==> src/rtl/dsp_acc_unpack.sv <==
// Splits the packed dual-lane accumulator word into two pixels: borrow undo, rounding, clamp.
// Defining DSP_UNPACK_SAT_FLAG_EN adds the m_sat / sat_sticky saturation outputs.
module dsp_acc_unpack #(
  parameter int LOW_WIDTH = 24,
  parameter int FRAC_BITS = 8,
  parameter int OUT_WIDTH = 8
) (
  input  logic                 clk,
  input  logic                 dsp_reset,
  input  logic                 s_valid,
  output logic                 s_ready,
  input  logic [47:0]          s_data,
  output logic                 m_valid,
  input  logic                 m_ready,
  output logic [OUT_WIDTH-1:0] m_low,
  output logic [OUT_WIDTH-1:0] m_high
`ifdef DSP_UNPACK_SAT_FLAG_EN
  ,
  output logic [1:0]           m_sat,
  output logic [1:0]           sat_sticky
`endif
);

  localparam int HIGH_W = 48 - LOW_WIDTH;
  // Both lanes are carried at one common width; a wide margin makes every add exact.
  localparam int LANE_W = 49;
  localparam logic signed [LANE_W-1:0] HALF    = LANE_W'(1) << (FRAC_BITS - 1);
  localparam logic signed [LANE_W-1:0] PIX_MAX = (LANE_W'(1) << OUT_WIDTH) - LANE_W'(1);

  function automatic logic signed [LANE_W-1:0] round_lane(input logic signed [LANE_W-1:0] x);
    return (x + HALF) >>> FRAC_BITS;
  endfunction

  function automatic logic [OUT_WIDTH-1:0] clamp_lane(input logic signed [LANE_W-1:0] x);
    if (x[LANE_W-1])     return '0;
    else if (x > PIX_MAX) return '1;
    else                 return x[OUT_WIDTH-1:0];
  endfunction

`ifdef DSP_UNPACK_SAT_FLAG_EN
  function automatic logic is_clamped(input logic signed [LANE_W-1:0] x);
    return x[LANE_W-1] || (x > PIX_MAX);
  endfunction
`endif

  logic                      vld_p0, vld_p1, vld_p2;
  logic                      rdy_p0, rdy_p1, rdy_p2;
  logic signed [LANE_W-1:0]  lo_split, hi_split;
  logic signed [LANE_W-1:0]  lo_p0, hi_p0, lo_p1, hi_p1;
  logic [OUT_WIDTH-1:0]      pix_lo_p2, pix_hi_p2;
`ifdef DSP_UNPACK_SAT_FLAG_EN
  logic [1:0]                sat_p2;
`endif

  assign rdy_p2 = !vld_p2 || m_ready;
  assign rdy_p1 = !vld_p1 || rdy_p2;
  assign rdy_p0 = !vld_p0 || rdy_p1;

  assign s_ready = rdy_p0 && !dsp_reset;
  assign m_valid = vld_p2 && !dsp_reset;
  assign m_low   = pix_lo_p2;
  assign m_high  = pix_hi_p2;
`ifdef DSP_UNPACK_SAT_FLAG_EN
  assign m_sat   = sat_p2;
`endif

  // A negative low lane borrowed one from the high field when packed; add it back.
  always_comb begin
    lo_split = '0;
    hi_split = '0;
    lo_split = {{(LANE_W-LOW_WIDTH){s_data[LOW_WIDTH-1]}}, s_data[LOW_WIDTH-1:0]};
    hi_split = {{(LANE_W-HIGH_W){s_data[47]}}, s_data[47:LOW_WIDTH]}
               + LANE_W'(s_data[LOW_WIDTH-1]);
  end

  always_ff @(posedge clk) begin
    if (dsp_reset) begin
      vld_p0    <= 1'b0;
      vld_p1    <= 1'b0;
      vld_p2    <= 1'b0;
      lo_p0     <= '0;
      hi_p0     <= '0;
      lo_p1     <= '0;
      hi_p1     <= '0;
      pix_lo_p2 <= '0;
      pix_hi_p2 <= '0;
`ifdef DSP_UNPACK_SAT_FLAG_EN
      sat_p2    <= '0;
`endif
    end else begin
      // S1: lane split and borrow compensation
      if (rdy_p0) begin
        vld_p0 <= s_valid;
        if (s_valid) begin
          lo_p0 <= lo_split;
          hi_p0 <= hi_split;
        end
      end
      // S2: round-half-up and drop fractional bits
      if (rdy_p1) begin
        vld_p1 <= vld_p0;
        if (vld_p0) begin
          lo_p1 <= round_lane(lo_p0);
          hi_p1 <= round_lane(hi_p0);
        end
      end
      // S3: clamp to the pixel range and hold for the output handshake
      if (rdy_p2) begin
        vld_p2 <= vld_p1;
        if (vld_p1) begin
          pix_lo_p2 <= clamp_lane(lo_p1);
          pix_hi_p2 <= clamp_lane(hi_p1);
`ifdef DSP_UNPACK_SAT_FLAG_EN
          sat_p2    <= {is_clamped(hi_p1), is_clamped(lo_p1)};
`endif
        end
      end
    end
  end

`ifdef DSP_UNPACK_SAT_FLAG_EN
  always_ff @(posedge clk) begin
    if (dsp_reset)            sat_sticky <= '0;
    else if (m_valid && m_ready) sat_sticky <= sat_sticky | sat_p2;
  end
`endif

endmodule
==> config.mk <==
export PLATFORM = sky130hd
export DESIGN_NAME = dsp_acc_unpack
export DESIGN_NICKNAME = d
export VERILOG_FILES = /design/src/rtl/dsp_acc_unpack.sv
export SDC_FILE = /design/constraint.sdc
export NUM_CORES = 1
export LEC_CHECK = 0
export ABC_AREA = 1
export CAP_MARGIN = 20
export CORE_ASPECT_RATIO = 2
export CORE_UTILIZATION = 56
export DETAILED_ROUTE_END_ITERATION = 6
export PLACE_DENSITY_LB_ADDON = 0.1
export SYNTH_ARGS = -nofsm -noshare
export SYNTH_HDL_FRONTEND = slang
export SYNTH_SLANG_ARGS = --single-unit
==> constraint.sdc <==
create_clock -name clk -period 2.02 [get_ports clk]
set_input_delay 0.404 -clock clk [delete_from_list [all_inputs] [get_ports clk]]
set_output_delay 0.404 -clock clk [all_outputs]
set_load 0.05 [all_outputs]
### Word-level counts from Yosys, hierarchy flattened

Index checks and enable logic that the tools add are counted.

* add/sub/neg operators: 3
* order comparisons: 2
* muxes and demuxes: 4
* reduce and logical (&&, ||, !) cells: 12

Operator list (count)
* $add 49x9->49 const B: 1
* $gt 41x9->1 const B: 1
* $mux 8: 4
* $add 24x2->25: 1
* $add 24x9->25 const B: 1
* $gt 17x9->1 const B: 1
* $reduce_and 2->1: 3
* $logic_not 1->1: 4
* $logic_or 1x1->1: 3
* $logic_and 1x1->1: 2

* register bits after elaboration: 150
* bits of input ports: 52
* word-level logic and storage cells: 30

### Longest topological paths before layout

* depth in word-level cells: 5
* gate-level depth with buffers: 11
* depth with buffers taken out: 10

### Worst setup path before layout

No wires, ideal clock.

* path kind: in2out
* start: input port dsp_reset
* end: output port m_valid
* arrival time: 1.491 ns
* required time: 1.616 ns
* path slack: 0.125 ns
* stages on the path: 3
* path buffers: 2
* path through: clkbuf_1 buf_1 nor2_1

* longest elaborated chain between the ends: 2

RTL lines
* from (decl): line 9 `input logic dsp_reset,`
* $logic_not 1->1: line 60 `assign m_valid = vld_p2 && !dsp_reset;`
* $logic_and 1x1->1: line 60
* to (decl): line 13 `output logic m_valid,`

No other way between the ends.

### Worst setup path in the final report

* start: input port m_ready
* end: output port s_ready

* longest elaborated chain between the ends: 4

RTL lines
* from (decl): line 14 `input logic m_ready,`
* $logic_or 1x1->1: line 55 `assign rdy_p2 = !vld_p2 || m_ready;`
* $logic_or 1x1->1: line 56 `assign rdy_p1 = !vld_p1 || rdy_p2;`
* $logic_or 1x1->1: line 57 `assign rdy_p0 = !vld_p0 || rdy_p1;`
* $logic_and 1x1->1: line 59 `assign s_ready = rdy_p0 && !dsp_reset;`
* to (decl): line 11 `output logic s_ready,`

No other way between the ends.

==> impl_metrics.tcl <==
set metrics [dict create \
    antenna_found_initial 0 \
    placed_cell_area_um2 6360 \
    outcome "complete, no violations" \
    fill_cells 857 \
    min_path_type "flop to flop" \
    io_pins 70 \
    finalPower_mw 4.98 \
    netlist_area_um2 5520 \
    grt_pass1_wl_mm 21.4 \
    synth_top_area_share 0.402 \
    synth_seq_cells 111 \
    final_util 0.695 \
    fp.dieH_um 142 \
    max-vdd-ir-drop_v 0.000556 \
    finalSetupViolCount 0 \
    yosys_warnings 0 \
    path_max_fanout 3 \
    vias 5154 \
    place_congestion 1.00 \
    cpMaxStageDelayCell "clkdlybuf4s50_1" \
    fmax_ghz 0.503 \
    drive_gt1_frac 0.114 \
    viasPerCell 5.09 \
    start_kind "input port" \
    worstPathArrival_ns 1.59 \
    maxSlewViolCount 0 \
    worstPathCellList "clkdlybuf4s50_1, or2_4, nor2_4, nand2_4, nand2_1, inv_1, buf_6" \
    worstSetupEndpointType "output port" \
    stdcell_area_um2 6700 \
    clockBufferDepth 2 \
    power.leakage_nw 2.77 \
    grt_pass1_vias 4975 \
    post-route-min-period_ns 1.99 \
    synth_ff_type "dfxtp_1" \
    crit_cells 7 \
    htree_levels 3 \
    cts_tree "done" \
    wl_per_cell_um 12.6 \
    grt_max_degree 32 \
    synth_top_family_by_area "simple AND/OR/NAND/NOR gates" \
    synthArstFlopShare 0 \
    clk-insertion-delay-late_ns 0.35 \
    yosys-top-cells-area "dfxtp_1 40%, nand2_1 13%, nor2_1 6.5%" \
    cp_num_buf_inv 3 \
    ys_seq_area_frac 0.402 \
    slowest_delay_ns 0.41 \
    r2r_cells 8 \
    fin_crit_sh 0.985 \
    die-area_um2 10300 \
    yosys-top-cells-count "186 x nand2_1, 111 x dfxtp_1, 96 x nor2_1" \
    skew_ns 0.00789 \
    ys_types 32 \
    stdcell_count 1013 \
    clock_sinks 111 \
    grt_overflow 0 \
    synth-xor-area-share 0.0270 \
    area_delta_synth_final_pct 21.2 \
    die_x_um 72.2 \
    synth_compound_area_frac 0.150 \
    core-area_um2 9640 \
    synthCells 802 \
    numCtsBuffers 9 \
    drc_errors 0 \
    avgSynthCellArea_um2 6.89 \
    grt_usage 0.266 \
    portBuffers 62 \
    yosys.area.top_type "dfxtp_1" \
    cap_viol_max_count 0 \
    slew_headroom 0.602 \
    rows 51 \
    cellPowerDensity_nw_per_um2 744 \
    synthMuxAreaShare 0 \
    synth-edff-count 0 \
    start_util 0.573 \
    criticalPathCategory "input port to output port" \
    wirelength_mm 12.8 \
    clkTransAtPathRegs_ns 0.08 \
    holdPathStages 2 \
    drt_iter0_drc 294 \
    placedCellCount 996 \
    diodes 0 \
    cp_top_family "buffers and inverters" \
    synthesis.nets 856 \
    required_ns 1.62 \
    yosysMostFrequentCell "nand2_1" \
    antenna_left 0 \
    finalHoldViolations 0 \
    synth-simple-area-share 0.314 \
    final_nets 930 \
    dr.pass1.iters 5 \
    place_hpwl_mm 10.0 \
    clockRootBuffer "clkbuf_16" \
    worstMarginPinSlew_ns 0.592 \
    synthAdderAreaFrac 0.00453 \
]
## where the power goes
| group | switching [mW] | total [mW] | internal (mW) |
|---|---|---|---|
| combinational | 0.431 | 0.738 | 0.308 |
| sequential | 0.0971 | 2.42 | 2.32 |
| clock | 0.811 | 1.83 | 1.02 |
| total | 1.34 | 4.98 | 3.64 |
## tightest hold or removal path, stage by stage (launching register included)
cell     delay [ns]
dfxtp_1        0.30
inv_1          0.06
a21oi_1        0.05
## state kept, by name (all words and copies together), names as in the netlist
name	cells
lo_p0	17
vld_p0	1
m_high	8
hi_p0	18
vld_p2	1
vld_p1	1
hi_p1	40
m_low	8
lo_p1	17
## cell type report
cell class	instances	area, um^2	share of cell area
inverter	102	383	0.0572
sequential	111	2220	0.332
timing repair buffer	94	867	0.129
multi-input combinational	558	2750	0.410
clock buffer	10	239	0.0357
clock inverter	6	75.1	0.0112
tap	132	165	0.0247
## metal layers
layer	vias up	share of wire	GRT usage	routed length (um)
met5	-	0	0	0
met4	0	0.045	0.155	577
met3	38	0.027	0.0397	349
met2	131	0.54	0.498	6880
met1	2259	0.39	0.268	4990
li1	2726	-	-	-
## path summary, 6_finish.rpt
| path | start | to | slack, ns |
|---|---|---|---|
| worst max-delay path | m_ready | s_ready | 0.03 |
| worst max register to register | hi_p0[8] | hi_p1[19] | 0.24 |
| worst min-delay path | lo_p1[0] | lo_p1[0] | 0.46 |
| worst min register to register | lo_p1[0] | lo_p1[0] | 0.46 |
## per-stage QoR
stage | hold slack [ns] | setup TNS, ns | setup WS [ns]
finish | 0.457 | 0 | 0.0308
detailed placement | 0.451 | -0.675 | -0.0793
global route | 0.483 | -0.0167 | -0.0167
CTS | 0.462 | 0 | 0.0278
global placement | 0.440 | -0.00268 | -0.00268
floorplan | 0.430 | 0 | 0.125
## layout by cell type (no fill, tap or decap), types with 21 or more instances in the layout
master / count
nor2_1: 96
o21ai_0: 41
buf_4: 32
nand2_1: 185
dfxtp_1: 111
clkdlybuf4s50_1: 59
o211ai_1: 21
a21oi_1: 63
nand3_1: 47
inv_1: 92
## cell families after synthesis
| kind of cell | count (synthesis) |
|---|---|
| AO/OA/AOI/OAI | 144 |
| buffers and inverters | 133 |
| adder cells (fa/ha/maj) | 2 |
| AND/OR/NAND/NOR | 395 |
| XOR/XNOR | 17 |
| flip-flops | 111 |
## repair_timing
item	CTS	global route
pin swaps	0	1
resized for setup	1	2
hold buffers	0	0
buffers inserted	0	1
setup endpoints to repair	1	1
gates cloned	0	0
No activity file was read; power rests on OpenSTA's default activity.
